==> config.mk <==
export PLATFORM = sky130hd
export DESIGN_NAME = nor_share_arbiter
export DESIGN_NICKNAME = d
export VERILOG_FILES = /design/src/rtl/nor_share_arbiter.sv
export SDC_FILE = /design/constraint.sdc
export NUM_CORES = 1
export LEC_CHECK = 0
export ABC_AREA = 1
export CAP_MARGIN = 10
export CORE_MARGIN = 2
export CORE_UTILIZATION = 38
export DETAILED_ROUTE_END_ITERATION = 8
export GPL_ROUTABILITY_DRIVEN = 1
export HOLD_SLACK_MARGIN = 0.06
export PLACE_DENSITY = 0.78
export SETUP_SLACK_MARGIN = 0.3
export SLEW_MARGIN = 40
export SYNTH_ARGS = -nofsm -noshare
export SYNTH_HDL_FRONTEND = slang
export SYNTH_SLANG_ARGS = --single-unit
==> constraint.sdc <==
create_clock -name clk -period 1.6 [get_ports clk]
set_input_delay 0.16 -clock clk [delete_from_list [all_inputs] [get_ports clk]]
set_output_delay 0.16 -clock clk [all_outputs]
set_load 0.01 [all_outputs]
==> src/rtl/nor_share_arbiter.sv <==
`default_nettype none
// ============================================================================
// Module  : nor_share_arbiter
// Purpose : Round-robin sharing of one registered WIDTH-bit NOR unit among
//           NUM_REQ valid/ready requesters, with a tagged response channel.
// Rev     : 1.0
// ============================================================================
module nor_share_arbiter #(
    parameter int NUM_REQ = 4,
    parameter int WIDTH   = 8,
    parameter int ID_W    = 2,
    parameter int CNT_W   = 16
) (
    input  logic                     clk,
    input  logic                     rst_n,
    input  logic [NUM_REQ-1:0]       req_valid,
    input  logic [NUM_REQ*WIDTH-1:0] req_a,
    input  logic [NUM_REQ*WIDTH-1:0] req_b,
    output logic [NUM_REQ-1:0]       req_ready,
    output logic                     rsp_valid,
    output logic [WIDTH-1:0]         rsp_data,
    output logic [ID_W-1:0]          rsp_id,
    input  logic                     rsp_ready,
    output logic [CNT_W-1:0]         op_count
);

    typedef enum logic [0:0] {
        IDLE = 1'b0,
        HOLD = 1'b1
    } state_t;

    state_t           state_q, state_d;
    logic [ID_W-1:0]  ptr_q,   ptr_d;
    logic [WIDTH-1:0] data_q,  data_d;
    logic [ID_W-1:0]  id_q,    id_d;
    logic [CNT_W-1:0] cnt_q,   cnt_d;

    logic             slot_open;
    logic             accept;
    logic             complete;
    logic             grant_found;
    logic [ID_W-1:0]  grant_idx;
    logic [WIDTH-1:0] grant_nor;

    // First pass covers requesters at or above the pointer, second pass wraps
    // to those below it, giving a rotating priority without index arithmetic.
    always_comb begin
        grant_found = 1'b0;
        grant_idx   = '0;
        grant_nor   = '0;
        for (int i = 0; i < NUM_REQ; i++) begin
            if (!grant_found && req_valid[i] && (ID_W'(i) >= ptr_q)) begin
                grant_found = 1'b1;
                grant_idx   = ID_W'(i);
                grant_nor   = ~(req_a[i*WIDTH +: WIDTH] | req_b[i*WIDTH +: WIDTH]);
            end
        end
        for (int i = 0; i < NUM_REQ; i++) begin
            if (!grant_found && req_valid[i] && (ID_W'(i) < ptr_q)) begin
                grant_found = 1'b1;
                grant_idx   = ID_W'(i);
                grant_nor   = ~(req_a[i*WIDTH +: WIDTH] | req_b[i*WIDTH +: WIDTH]);
            end
        end
    end

    assign slot_open = (state_q == IDLE) || rsp_ready;
    assign accept    = slot_open && grant_found && rst_n;
    assign complete  = (state_q == HOLD) && rsp_ready;

    always_comb begin
        req_ready = '0;
        for (int i = 0; i < NUM_REQ; i++) begin
            req_ready[i] = accept && (grant_idx == ID_W'(i));
        end
    end

    always_comb begin
        state_d = state_q;
        ptr_d   = ptr_q;
        data_d  = data_q;
        id_d    = id_q;
        cnt_d   = complete ? cnt_q + CNT_W'(1) : cnt_q;
        if (accept) begin
            state_d = HOLD;
            data_d  = grant_nor;
            id_d    = grant_idx;
            ptr_d   = (grant_idx == ID_W'(NUM_REQ - 1)) ? '0 : grant_idx + ID_W'(1);
        end else if (complete) begin
            state_d = IDLE;
        end
    end

    always_ff @(posedge clk or negedge rst_n) begin
        if (!rst_n) begin
            state_q <= IDLE;
            ptr_q   <= '0;
            data_q  <= '0;
            id_q    <= '0;
            cnt_q   <= '0;
        end else begin
            state_q <= state_d;
            ptr_q   <= ptr_d;
            data_q  <= data_d;
            id_q    <= id_d;
            cnt_q   <= cnt_d;
        end
    end

    assign rsp_valid = (state_q == HOLD);
    assign rsp_data  = data_q;
    assign rsp_id    = id_q;
    assign op_count  = cnt_q;

endmodule
`default_nettype wire

; Word level (Yosys, flattened, before mapping)
; Cells that the tools add are included.
[totals]
reg_bits = 29
word_cells = 85
out_inout_bits = 31
[classes]
addsub = 2
bitwise_logic = 9
n_eq_ne = 3
reduce_logical = 32
n_lt_le_gt_ge = 8
mux = 26
[ops]
columns = operator, count
row1 = $mux W8, 8
row2 = $not A8 Y8, 4
row3 = $or A8 B8 Y8, 4
row4 = $logic_and A1 B1 Y1, 22
row5 = $add A16 B1 Y16 const B, 1
row6 = $mux W2, 7
row7 = $mux W1, 11
row8 = $logic_not A1 Y1, 7
row9 = $eq A2 B2 Y1 const B, 2
row10 = $ge A1 B2 Y1 const A, 2
row11 = $ge A2 B2 Y1 const A, 2
row12 = $lt A1 B2 Y1 const A, 2
row13 = $lt A2 B2 Y1 const A, 2
row14 = $add A2 B1 Y2 const B, 1
row15 = $eq A2 B1 Y1 const B, 1
row16 = $logic_not A2 Y1, 1
row17 = $reduce_bool A2 Y1, 1
row18 = $logic_or A1 B1 Y1, 1
row19 = $not A1 Y1, 1

; Depth between registers and ports, before layout
; Gate-level depths: netlist (run 1).
[depth]
depth_word = 34
ltp_mapped = 12

; Worst setup path after synthesis (run 1)
; No wires, ideal clock.
[synth_timing]
path_type = register to output
start = register ptr_q[1]
end = output req_ready[1]
slack_ns = -0.235
n_path_buf = 0
stages_incl_launch_ff = 13
t_arrival_ns = 1.675
cell_sequence = dfrtp_1 -> nor2_4 -> nand2_4 -> nand2_2 -> nor2_8 -> nand2_2 -> nor2_4 -> nand2_1 -> nand3_1 -> inv_1 -> ha_1 -> inv_1 -> nor2_1
[synth_between]
word_cells_on_any_way = 49
[synth_rtl]
columns = item, line_no
row1 = "start, declared", 33  ; logic [ID_W-1:0] ptr_q, ptr_d;
row2 = "start signal, assigned", 103  ; ptr_q <= ptr_d;
row3 = $ge A1 B2 Y1, 52  ; if (!grant_found && req_valid[i] && (ID_W'(i) >= ptr_q)) begin
row4 = $logic_and A1 B1 Y1, 52
row5 = $mux W1, 52
row6 = $logic_not A1 Y1, 52
row7 = $logic_and A1 B1 Y1 (2 in series), 52
row8 = $mux W1, 52
row9 = $logic_not A1 Y1, 52
row10 = $logic_and A1 B1 Y1 (2 in series), 52
row11 = (+14 left out), -
row12 = $logic_and A1 B1 Y1 (2 in series), 59  ; if (!grant_found && req_valid[i] && (ID_W'(i) < ptr_q)) begin
row13 = $mux W1, 59
row14 = $logic_not A1 Y1, 59
row15 = $logic_and A1 B1 Y1 (2 in series), 59
row16 = $mux W2 *, 59
row17 = via grant_idx[1], 42  ; logic [ID_W-1:0] grant_idx;
row18 = $eq A2 B1 Y1 *, 74  ; req_ready[i] = accept && (grant_idx == ID_W'(i));
row19 = $logic_and A1 B1 Y1 *, 74
row20 = "end, declared", 19  ; output logic [NUM_REQ-1:0] req_ready,
; Mark *: on every way through the listed nets, which the timed path passes. The rest lies on a longest branch.

; Worst setup path after layout (run 1)
[layout_timing]
start = register ptr_q[1]
end = output req_ready[3]
[layout_between]
word_cells_on_any_way = 49
[layout_rtl]
columns = item, line_no
row1 = $ge A1 B2 Y1, 52
row2 = $logic_and A1 B1 Y1, 52
row3 = $mux W1, 52
row4 = $logic_not A1 Y1, 52
row5 = $logic_and A1 B1 Y1 (2 in series), 52
row6 = $mux W1, 52
row7 = $logic_not A1 Y1, 52
row8 = $logic_and A1 B1 Y1 (2 in series), 52
row9 = (+14 left out), -
row10 = $logic_and A1 B1 Y1 (2 in series), 59
row11 = $mux W1, 59
row12 = $logic_not A1 Y1, 59
row13 = $logic_and A1 B1 Y1 (2 in series), 59
row14 = $mux W2 *, 59
row15 = via grant_idx[0], 42
row16 = $eq A2 B2 Y1 *, 74
row17 = $logic_and A1 B1 Y1 *, 74
; Marked as above.

==> results.sh, run 1 <==
export IMPL_failed_checks="setup timing"
export IMPL_achievable_frequency_ghz=0.463
export IMPL_diodes=0
export IMPL_cts_htree_levels=2
export IMPL_initial_utilization=0.395
export IMPL_die_width_um=79.6
export IMPL_grt_overflow_total=0
export IMPL_holdCritPathClass="in -> reg"
export IMPL_place_congestion=0.917
export IMPL_final_hold_violation_count=0
export IMPL_setup_violations=17
export IMPL_vdd_ir_drop_max_v=0.000559
export IMPL_clk_root_buffer_cell="clkbuf_8"
export IMPL_min_period_over_period=1.35
export IMPL_max_slew_margin_rel=0.713
export IMPL_finish_utilization=0.741
export IMPL_clk_path_buf_depth=2
export IMPL_commonest_cells_after_routing_fill_and_taps_aside="69 x clkdlybuf4s50_1, 52 x nor2_1, 48 x buf_4"
export IMPL_grt_total_usage=0.251
export IMPL_flop_and_latch_count_out_of_synthesis=29
export IMPL_critical_path_startpoint_type="flip-flop"
export IMPL_design_area_mm2=0.00408
export IMPL_worstSetupEndpointType="output port"
export IMPL_synth_lib_cells_used_distinct=32
export IMPL_critPathSlowestCell="dfrtp_2"
export IMPL_unrepaired_setup_endpoints_after_global_routing="yes"
export IMPL_wl_per_cell_um=16.2
export IMPL_cap_viol_max_count=0
export IMPL_ios=102
export IMPL_dieArea_mm2=0.00634
export IMPL_critPathMaxFanout=4
export IMPL_finalWorstSetupSlack_ps=-562
export IMPL_layout_nets=545
export IMPL_layout_cells_most_common="clkdlybuf4s50_1"
export IMPL_post_synth_cell_area_avg_um2=7.03
export IMPL_crit_top_cell="nand2_4"
export IMPL_post_place_ws_ps=-731
export IMPL_worst_setup_hold_path_clk_slew_ps=70
export IMPL_timing_final_max_slew_violations=0
export IMPL_placeableCoreArea_mm2=0.00551
export IMPL_tritoncts_num_buffers=5
export IMPL_clock_sinks=29
export IMPL_power_density_mw_per_mm2=987
export IMPL_synth_seq_area_share=0.334
export IMPL_fp_row_count=27
export IMPL_cp_num_buf_inv=3
export IMPL_mappedNetlistNets=385
export IMPL_routed_via_count=2821
export IMPL_final_min_clock_period_ps=2160
export IMPL_tritoncts="yes"
export IMPL_result_of_the_run="finished, violations left"
export IMPL_grt_antenna_before_repair=0
export IMPL_placement_cell_area_mm2=0.00348
export IMPL_rr_worst_depth=12
export IMPL_hold_depth=2
export IMPL_detail_route_first_pass_iterations=4
export IMPL_synthesis_area_mm2=0.00217
export IMPL_count_of_buffers_from_port_buffering=101
export IMPL_post_dp_hpwl_mm=5.30
export IMPL_first_pass_grt_wire_length_mm=12.6
export IMPL_number_of_global_route_vias_before_repair=2649
export IMPL_worst_setup_path_type="reg -> out"
export IMPL_pin_count_of_the_biggest_net_entering_global_routing=30
export IMPL_insertion_delay_ps=280
export IMPL_post_route_cells_drive_above_1_share=0.313
export IMPL_layout_filler_cells=412
export IMPL_cp_cell_sequence="nor2_4, nand2_4, nand2_4, nor2_8, nand3_1, nand3b_1, buf_4, ha_4, inv_2, nor2_2, buf_2"
export IMPL_critical_path_cell_count=11
export IMPL_viasPerCell=5.20
export IMPL_die_height_um=79.6
export IMPL_drcViolationCount=0
export IMPL_syn_inst=309
export IMPL_synthesis_yosys_warnings=0
export IMPL_fin_total_pwr_uw=4020
export IMPL_required_ps=1440
export IMPL_route_antenna_remaining_nets=0
export IMPL_clock_skew_ps=7.14
export IMPL_kind_of_cell_with_the_highest_combined_delay_on_the_critical_path="simple AND/OR/NAND/NOR gates"
export IMPL_worstMarginPinSlew_ps=430
export IMPL_finalWirelength_mm=8.78
export IMPL_area_grow_syn2layout_pct=87.7
export IMPL_worst_path_largest_cell_delay_ps=470
export IMPL_power_leakage_uw=0.00205
export IMPL_drtIter0Drc=243
export IMPL_crit_arrival_ps=2000
[path summary, 6_finish.rpt]
path / start / endpoint / slack [ps]
setup / recovery: ptr_q[1] / req_ready[3] / -560
hold / removal: rsp_ready / rsp_valid / 310
setup reg to reg: ptr_q[1] / ptr_q[0] / -290
hold reg to reg: op_count[15] / op_count[15] / 470
max in group asynchronous: rst_n / op_count[9] / 970
min in group asynchronous: rst_n / op_count[2] / 330
[sequential cells by signal, indices dropped and copies added, names as in the netlist]
name / count
rsp_data: 8
rsp_valid: 1
rsp_id: 2
op_count: 16
ptr_q: 2
[timing repair]
| item | in CTS | in global routing |
|---|---|---|
| pin swaps | 14 | 24 |
| endpoints found under the setup margin | 52 | 27 |
| hold buffers | 0 | 0 |
| buffers inserted | 25 | 11 |
| gates resized for setup | 76 | 50 |
| cloned | 1 | 0 |
[area by class of cell]
type	instances	area, um2	share of cell area
Inverter	45	181	0.0445
Tap cell	72	90.1	0.0221
Timing Repair inverter	1	16.3	0.00399
Sequential cell	29	729	0.179
Clock buffer	6	72.6	0.0178
Multi-Input combinational cell	226	1520	0.372
Clock inverter	2	10.0	0.00245
Timing Repair Buffer	161	1460	0.359
[where the power goes]
group          total, uW  internal, uW  switching, uW
clock                578           301            278
combinational       2370          1150           1210
sequential          1080           909            172
[synthesized netlist by cell type]
cell type	count	area, um2
a21oi_1	2	10.0
ha_1	5	62.6
mux2_2	1	11.3
dfrtp_1	29	726
nand2_1	42	158
nand3_1	30	150
buf_1	1	3.75
buf_2	4	20.0
buf_6	1	11.3
nand4_2	1	12.5
nor2_4	2	22.5
nor2_2	1	6.26
and3_1	1	6.26
o21a_1	2	15.0
o21ai_0	2	10.0
nand2_2	4	25.0
xor2_1	10	87.6
nand4_4	1	21.3
or2_1	1	6.26
nand3b_1	1	7.51
inv_1	44	165
nor3_1	2	10.0
nand4_1	34	213
or2_2	8	50.1
a31oi_1	1	6.26
nor2_1	67	251
xnor2_1	4	35.0
clkbuf_1	3	11.3
inv_4	1	6.26
nor3_2	1	10.0
nor2_8	1	20.0
nand2_4	2	22.5
[stage by stage]
| step | instances | setup TNS, ps | hold slack, ps |
|---|---|---|---|
| 2_1_floorplan | 309 | -712 | -136 |
| 3_3_place_gp | 497 | -7700 | 463 |
| 3_5_place_dp | 497 | -8590 | 456 |
| 4_1_cts | 531 | -4120 | 244 |
| 5_1_grt | 542 | -6290 | 305 |
| 6_report | 542 | -5160 | 306 |
[worst reg2reg max path, cell delays in order, from the launching register on]
cell and delay [ps]:
dfrtp_2 450, nor2_4 70, nand2_4 90, nand2_4 80, nor2_8 140, buf_6 110
buf_6 90, nand4_4 90, nand2_4 140, buf_12 160, clkinv_8 80, buf_6 120
o21a_1 170
[cells by family after synthesis]
group,Yosys count,synth area share
adder cells (fa/ha/maj),5,0.0288
AND/OR/NAND/NOR,199,0.457
AO/OA/AOI/OAI,7,0.0190
multiplexers,1,0.00518
flip-flops,29,0.334
XOR/XNOR,14,0.0564
buffers and inverters,54,0.100
[routing by layer]
| metal | track usage | share of wire | vias up |
|---|---|---|---|
| met5 | 0 | 0 | - |
| met4 | 0.0724 | 0.037 | 0 |
| met3 | 0.0430 | 0.061 | 32 |
| met2 | 0.458 | 0.54 | 121 |
| met1 | 0.299 | 0.36 | 1343 |
| li1 | - | - | 1325 |
Power figures use the tool's default switching activity.
==> run 2, diff against run 1 <==
ABC_AREA = 0   (was 1)
CORE_UTILIZATION = 36   (was 38)
PLACE_DENSITY = 0.76   (was 0.78)
TNS_END_PERCENT = 100   (was default)
==> results.sh, run 2 <==
export IMPL_crit_arrival_ps=1780
export IMPL_synth_top_cell_area_share=0.363
export IMPL_netSwitchingFraction=0.363
export IMPL_fp_row_count=27
export IMPL_max_slew_margin_rel=0.666
export IMPL_detail_route_first_pass_iterations=4
export IMPL_layout_filler_cells=350
export IMPL_dieArea_mm2=0.00617
export IMPL_power_density_mw_per_mm2=981
export IMPL_cts_htree_levels=2
export IMPL_busiest_layer="met2"
export IMPL_finalWorstSetupSlack_ps=-336
export IMPL_synth_ff_type="dfrtp_1"
export IMPL_met2_usage=0.447
export IMPL_required_ps=1440
export IMPL_clock_power_share=0.187
export IMPL_synthDominantAreaCellType="dfrtp_1"
export IMPL_failed_checks="setup timing"
export IMPL_place_congestion=0.859
export IMPL_critPathMaxFanout=4
export IMPL_timing_final_max_slew_violations=0
export IMPL_worstMarginPinSlew_ps=499
export IMPL_grt_overflow_total=0
export IMPL_post_dp_hpwl_mm=4.72
export IMPL_wl_per_cell_um=17.0
export IMPL_worst_setup_path_type="reg -> out"
export IMPL_synthesis_yosys_warnings=0
export IMPL_area_grow_syn2layout_pct=117
export IMPL_post_synth_cell_area_avg_um2=8.86
export IMPL_synthesis_area_mm2=0.00200
export IMPL_final_hold_violation_count=0
export IMPL_post_route_cells_drive_above_1_share=0.444
export IMPL_finish_utilization=0.800
export IMPL_clk_path_buf_depth=2
export IMPL_grt_total_usage=0.246
export IMPL_number_of_global_route_vias_before_repair=2512
export IMPL_commonest_cells_after_routing_fill_and_taps_aside="65 x clkdlybuf4s50_1, 40 x buf_4, 28 x nor2_1"
export IMPL_layout_nets=462
export IMPL_placeableCoreArea_mm2=0.00544
export IMPL_synth_edf_count=0
export IMPL_critical_path_startpoint_type="flip-flop"
export IMPL_grt_antenna_before_repair=0
export IMPL_worstSetupEndpointType="output port"
export IMPL_yosys_cell_count_top_type="nor2_1"
export IMPL_drcViolationCount=0
export IMPL_synthTopCellsByArea="dfrtp_1 36%, nor2_1 6.0%, a21oi_1 5.3%, nand2_1 5.3%, xnor2_1 4.8%"
export IMPL_use_met1=0.293
export IMPL_viasPerCell=5.29
export IMPL_regToRegSetupSlack_ps=-110
export IMPL_clk_root_buffer_cell="clkbuf_8"
export IMPL_pin_count_of_the_biggest_net_entering_global_routing=30
export IMPL_internal_power_uw=2720
export IMPL_tritoncts="yes"
export IMPL_final_instance_count_excl_fill=459
export IMPL_finalWirelength_mm=7.79
export IMPL_holdCritPathClass="in -> reg"
export IMPL_clock_skew_ps=5.10
export IMPL_route_antenna_remaining_nets=0
export IMPL_unrepaired_setup_endpoints_after_global_routing="yes"
export IMPL_synth_seq_area_share=0.363
export IMPL_placement_cell_area_mm2=0.00340
export IMPL_diodes=0
export IMPL_hold_worst_path_end="ptr_q[0]"
export IMPL_insertion_delay_ps=280
export IMPL_power_leakage_uw=0.00185
export IMPL_routed_via_count=2427
export IMPL_die_height_um=78.6
export IMPL_rr_worst_depth=7
export IMPL_first_pass_grt_wire_length_mm=11.9
export IMPL_power_switching_uw=1550
export IMPL_achievable_frequency_ghz=0.517
export IMPL_worst_r2r_startpoint="ptr_q[0]"
export IMPL_count_of_buffers_from_port_buffering=101
export IMPL_ios=102
export IMPL_result_of_the_run="finished, violations left"
export IMPL_worst_setup_hold_path_clk_slew_ps=70
export IMPL_final_min_clock_period_ps=1940
export IMPL_cap_viol_max_count=0
export IMPL_post_synth_most_frequent_cells="32 x nor2_1, 29 x dfrtp_1, 28 x nand2_1"
export IMPL_mappedNetlistNets=302
export IMPL_hold_depth=5
export IMPL_power_share_sequential=0.254
export IMPL_initial_utilization=0.368
export IMPL_syn_inst=226
export IMPL_design_area_mm2=0.00435
export IMPL_synth_async_reset_ratio=1.00
export IMPL_combPwrFrac=0.559
export IMPL_met3_usage=0.0460
export IMPL_layout_cells_most_common="clkdlybuf4s50_1"
export IMPL_setup_violations=12
export IMPL_max_ffs_per_register=16
export IMPL_hp_start="rst_n"
export IMPL_min_period_over_period=1.21
export IMPL_die_width_um=78.6
export IMPL_tritoncts_num_buffers=5
export IMPL_worst_r2r_endpoint="rsp_data[0]"
export IMPL_vdd_ir_drop_max_v=0.000648
export IMPL_synth_lib_cells_used_distinct=39
export IMPL_placedCellCount=421
export IMPL_drtIter0Drc=118
export IMPL_flop_and_latch_count_out_of_synthesis=29
export IMPL_clock_sinks=29
## run 2: changes by cell type after synthesis, sizes merged, moves of 19 or more
cell,delta
nand2,-20
nand3,-22
inv,-39
a21oi,+19
nand4,-33
nor2,-39
## run 2: power by group through the flow
stage	combinational (uW)	sequential (uW)	clock (uW)
after detailed placement	1650	1080	0
after floorplan	788	1110	0
final	2390	1080	797
after CTS	2080	1050	797
after global placement	1630	1070	0
after global routing	2560	1100	847
## run 2: through the flow
stage | power, uW | hold slack (ps) | worst slack, ps | setup TNS [ps]
after floorplan | 1900 | -136 | 151 | 0
after global placement | 2700 | 276 | -599 | -7710
after detailed placement | 2730 | 277 | -662 | -8140
after CTS | 3930 | 425 | -309 | -1190
after global routing | 4510 | 452 | -400 | -2890
final | 4270 | 425 | -336 | -2000
## run 2: cell families after synthesis
group | count (synthesis) | share of synthesized area
AO/OA/AOI/OAI | 54 | 0.210
flip-flops | 29 | 0.363
multiplexers | 10 | 0.0531
AND/OR/NAND/NOR | 98 | 0.236
adder cells (fa/ha/maj) | 5 | 0.0313
XOR/XNOR | 15 | 0.0656
buffers and inverters | 15 | 0.0419
## run 2: timing repair
action,4_1_cts,5_1_grt
setup endpoints to repair,51,26
gates resized for setup,129,50
buffers inserted,21,6
pin swaps,24,21
hold buffers,1,0
hold endpoints to repair,29,0
gates cloned,2,0
## run 2: worst max-delay path, cell delays in order, from the launching register on
cell and delay [ps]:
dfrtp_1 430, nand2b_4 160, and3_4 160, o21ai_4 190, buf_6 130, inv_4 40
ha_4 150, and2_4 130, buf_6 110
## run 2: final cells by class
| cell class | instances | area [um2] | area share |
|---|---|---|---|
| Multi-Input combinational cell | 182 | 1820 | 0.418 |
| Timing Repair Buffer | 162 | 1570 | 0.361 |
| Tap cell | 72 | 90.1 | 0.0207 |
| Clock buffer | 7 | 86.3 | 0.0198 |
| Clock inverter | 1 | 30.0 | 0.00690 |
| Inverter | 6 | 25.0 | 0.00575 |
| Sequential cell | 29 | 729 | 0.168 |
## run 2: worst max path at each step
stage	endpoint	from	slack [ps]
5_1_grt	req_ready[1]	ptr_q[0]	-400
3_3_place_gp	req_ready[1]	req_valid[0]	-600
2_1_floorplan	req_ready[3]	ptr_q[0]	150
3_5_place_dp	req_ready[1]	req_valid[0]	-660
6_report	req_ready[1]	ptr_q[0]	-340
4_1_cts	req_ready[1]	ptr_q[0]	-310
## run 2: metal layers
| layer | vias to the layer above | wire length (um) |
|---|---|---|
| li1 | 1143 | - |
| met1 | 1171 | 3100 |
| met2 | 95 | 4200 |
| met3 | 18 | 377 |
| met4 | 0 | 117 |
| met5 | - | 0 |
==> run 3, diff against run 2 <==
CORE_UTILIZATION = 35   (was 36)
PLACE_DENSITY = 0.72   (was 0.76)
==> results.sh, run 3 (synthesis gave the netlist of run 2 again) <==
export IMPL_grt_total_usage=0.226
export IMPL_wl_per_cell_um=15.7
export IMPL_worstMarginPinSlew_ps=393
export IMPL_power_density_mw_per_mm2=961
export IMPL_min_period_over_period=1.23
export IMPL_failed_checks="setup timing"
export IMPL_unrepaired_setup_endpoints_after_global_routing="yes"
export IMPL_combPwrFrac=0.583
export IMPL_fin_total_pwr_uw=3950
export IMPL_grt_antenna_before_repair=0
export IMPL_netSwitchingFraction=0.364
export IMPL_critPathMaxFanout=8
export IMPL_final_hold_violation_count=0
export IMPL_hp_start="rsp_ready"
export IMPL_count_of_buffers_from_port_buffering=101
export IMPL_clock_sinks=29
export IMPL_power_share_sequential=0.264
export IMPL_die_height_um=79.6
export IMPL_final_min_clock_period_ps=1970
export IMPL_max_ffs_per_register=16
export IMPL_required_ps=1750
export IMPL_worst_setup_hold_path_clk_slew_ps=70
export IMPL_worst_r2r_startpoint="ptr_q[0]"
export IMPL_route_antenna_remaining_nets=0
export IMPL_hold_depth=4
export IMPL_clock_power_share=0.152
export IMPL_placeableCoreArea_mm2=0.00551
export IMPL_grt_overflow_total=0
export IMPL_holdCritPathClass="in -> reg"
export IMPL_number_of_global_route_vias_before_repair=2395
export IMPL_pin_count_of_the_biggest_net_entering_global_routing=30
export IMPL_viasPerCell=5.19
export IMPL_fp_row_count=27
export IMPL_placedCellCount=429
export IMPL_result_of_the_run="finished, violations left"
export IMPL_vdd_ir_drop_max_v=0.000606
export IMPL_drcViolationCount=0
export IMPL_clk_path_buf_depth=2
export IMPL_insertion_delay_ps=280
export IMPL_setup_violations=14
export IMPL_clock_skew_ps=6.34
export IMPL_area_grow_syn2layout_pct=105
export IMPL_critical_path_startpoint_type="flip-flop"
export IMPL_rr_worst_depth=12
export IMPL_final_instance_count_excl_fill=469
export IMPL_layout_cells_most_common="clkdlybuf4s50_1"
export IMPL_finalWorstSetupSlack_ps=-369
export IMPL_post_route_cells_drive_above_1_share=0.406
export IMPL_crit_arrival_ps=2120
export IMPL_place_congestion=0.837
export IMPL_commonest_cells_after_routing_fill_and_taps_aside="65 x clkdlybuf4s50_1, 50 x buf_4, 28 x nor2_1, 28 x dfrtp_1"
export IMPL_power_leakage_uw=0.00185
export IMPL_tritoncts_num_buffers=5
export IMPL_dieArea_mm2=0.00634
export IMPL_cts_htree_levels=2
export IMPL_fin_setup_tns_ps=-4280
export IMPL_worst_setup_path_type="reg -> reg"
export IMPL_ios=102
export IMPL_tritoncts="yes"
export IMPL_layout_nets=472
export IMPL_post_dp_hpwl_mm=5.09
export IMPL_worst_r2r_endpoint="rsp_data[4]"
export IMPL_clk_root_buffer_cell="clkbuf_8"
export IMPL_achievable_frequency_ghz=0.508
export IMPL_drtIter0Drc=82
export IMPL_max_slew_margin_rel=0.737
export IMPL_detail_route_first_pass_iterations=5
export IMPL_initial_utilization=0.364
export IMPL_routed_via_count=2435
export IMPL_ctsHoldBuffers=0
export IMPL_regToRegSetupSlack_ps=-370
export IMPL_hold_worst_path_end="rsp_valid"
export IMPL_die_width_um=79.6
export IMPL_diodes=0
export IMPL_cap_viol_max_count=0
export IMPL_internal_power_uw=2510
export IMPL_power_switching_uw=1440
export IMPL_timing_final_max_slew_violations=0
export IMPL_finalWirelength_mm=7.36
export IMPL_first_pass_grt_wire_length_mm=11.1
export IMPL_worstSetupEndpointType="flip-flop"
==> run 3: changes by cell type in the layout (fill, tap and decap cells not counted), moves of 3 or more <==
cell / delta
or3_1: +3
or3_4: -3
o221a_4: -5
a21oi_4: -3
buf_4: +10
o221a_2: +5
mux2i_1: +6
mux2i_4: -3
o31ai_2: -6
mux2i_2: -3
buf_6: +3
o31ai_1: +8
ha_2: +3
clkbuf_2: +3
==> run 3: stage by stage <==
step,worst slack [ps],cell area [um2],utilization,hold WS [ps]
finish,-369,4110,0.746,360
global route,-416,4110,0.746,373
CTS,-342,3870,0.703,474
detailed placement,-656,3450,0.626,468
global placement,-601,3450,0.626,465
floorplan,151,2100,-,-136
==> run 3: worst max-delay path, stage by stage (launching register included) <==
cell and delay (ps):
dfrtp_1 440, buf_6 140, nand2b_4 130, buf_4 130
buf_6 100, buf_6 100, buf_6 100, nand4_1 130
buf_6 150, nand2_4 50, buf_12 150, a21oi_2 100
a41oi_1 100
==> run 3: power by group through the flow <==
stage	clock network [uW]	registers [uW]	logic, uW
global route	650	1060	2470
detailed placement	0	1080	1710
global placement	0	1070	1670
CTS	608	1020	2080
finish	601	1040	2300
floorplan	0	1110	788
==> run 3: how the worst max path moves through the flow <==
| stage | start | end | slack (ps) | cells past startpoint |
|---|---|---|---|---|
| 2_1_floorplan | ptr_q[0] | req_ready[3] | 150 | 7 |
| 6_report | ptr_q[0] | rsp_data[4] | -370 | 12 |
| 3_3_place_gp | req_valid[0] | req_ready[1] | -600 | 9 |
| 3_5_place_dp | req_valid[0] | req_ready[1] | -660 | 9 |
| 5_1_grt | ptr_q[0] | rsp_data[4] | -420 | 12 |
| 4_1_cts | ptr_q[0] | req_ready[1] | -340 | 8 |
==> run 3: metal layers <==
layer,part of all wire,track usage,up-vias
li1,-,-,1164
met1,0.38,0.254,1128
met2,0.52,0.409,117
met3,0.075,0.0577,26
met4,0.027,0.0810,0
met5,0,0,-
==> run 3: layout make-up <==
cell class | instances | area [um2]
tap | 72 | 90.1
timing repair buffer | 172 | 1620
clock inverter | 3 | 17.5
clock buffer | 5 | 68.8
inverter | 6 | 22.5
sequential | 29 | 727
fill | 397 | 1400
multi-input combinational | 182 | 1570
==> run 3: repair_timing <==
action	in CTS	in global routing
pin swaps	19	24
resized for setup	88	50
gates cloned	1	0
setup buffers	26	5
setup endpoints to repair	52	25
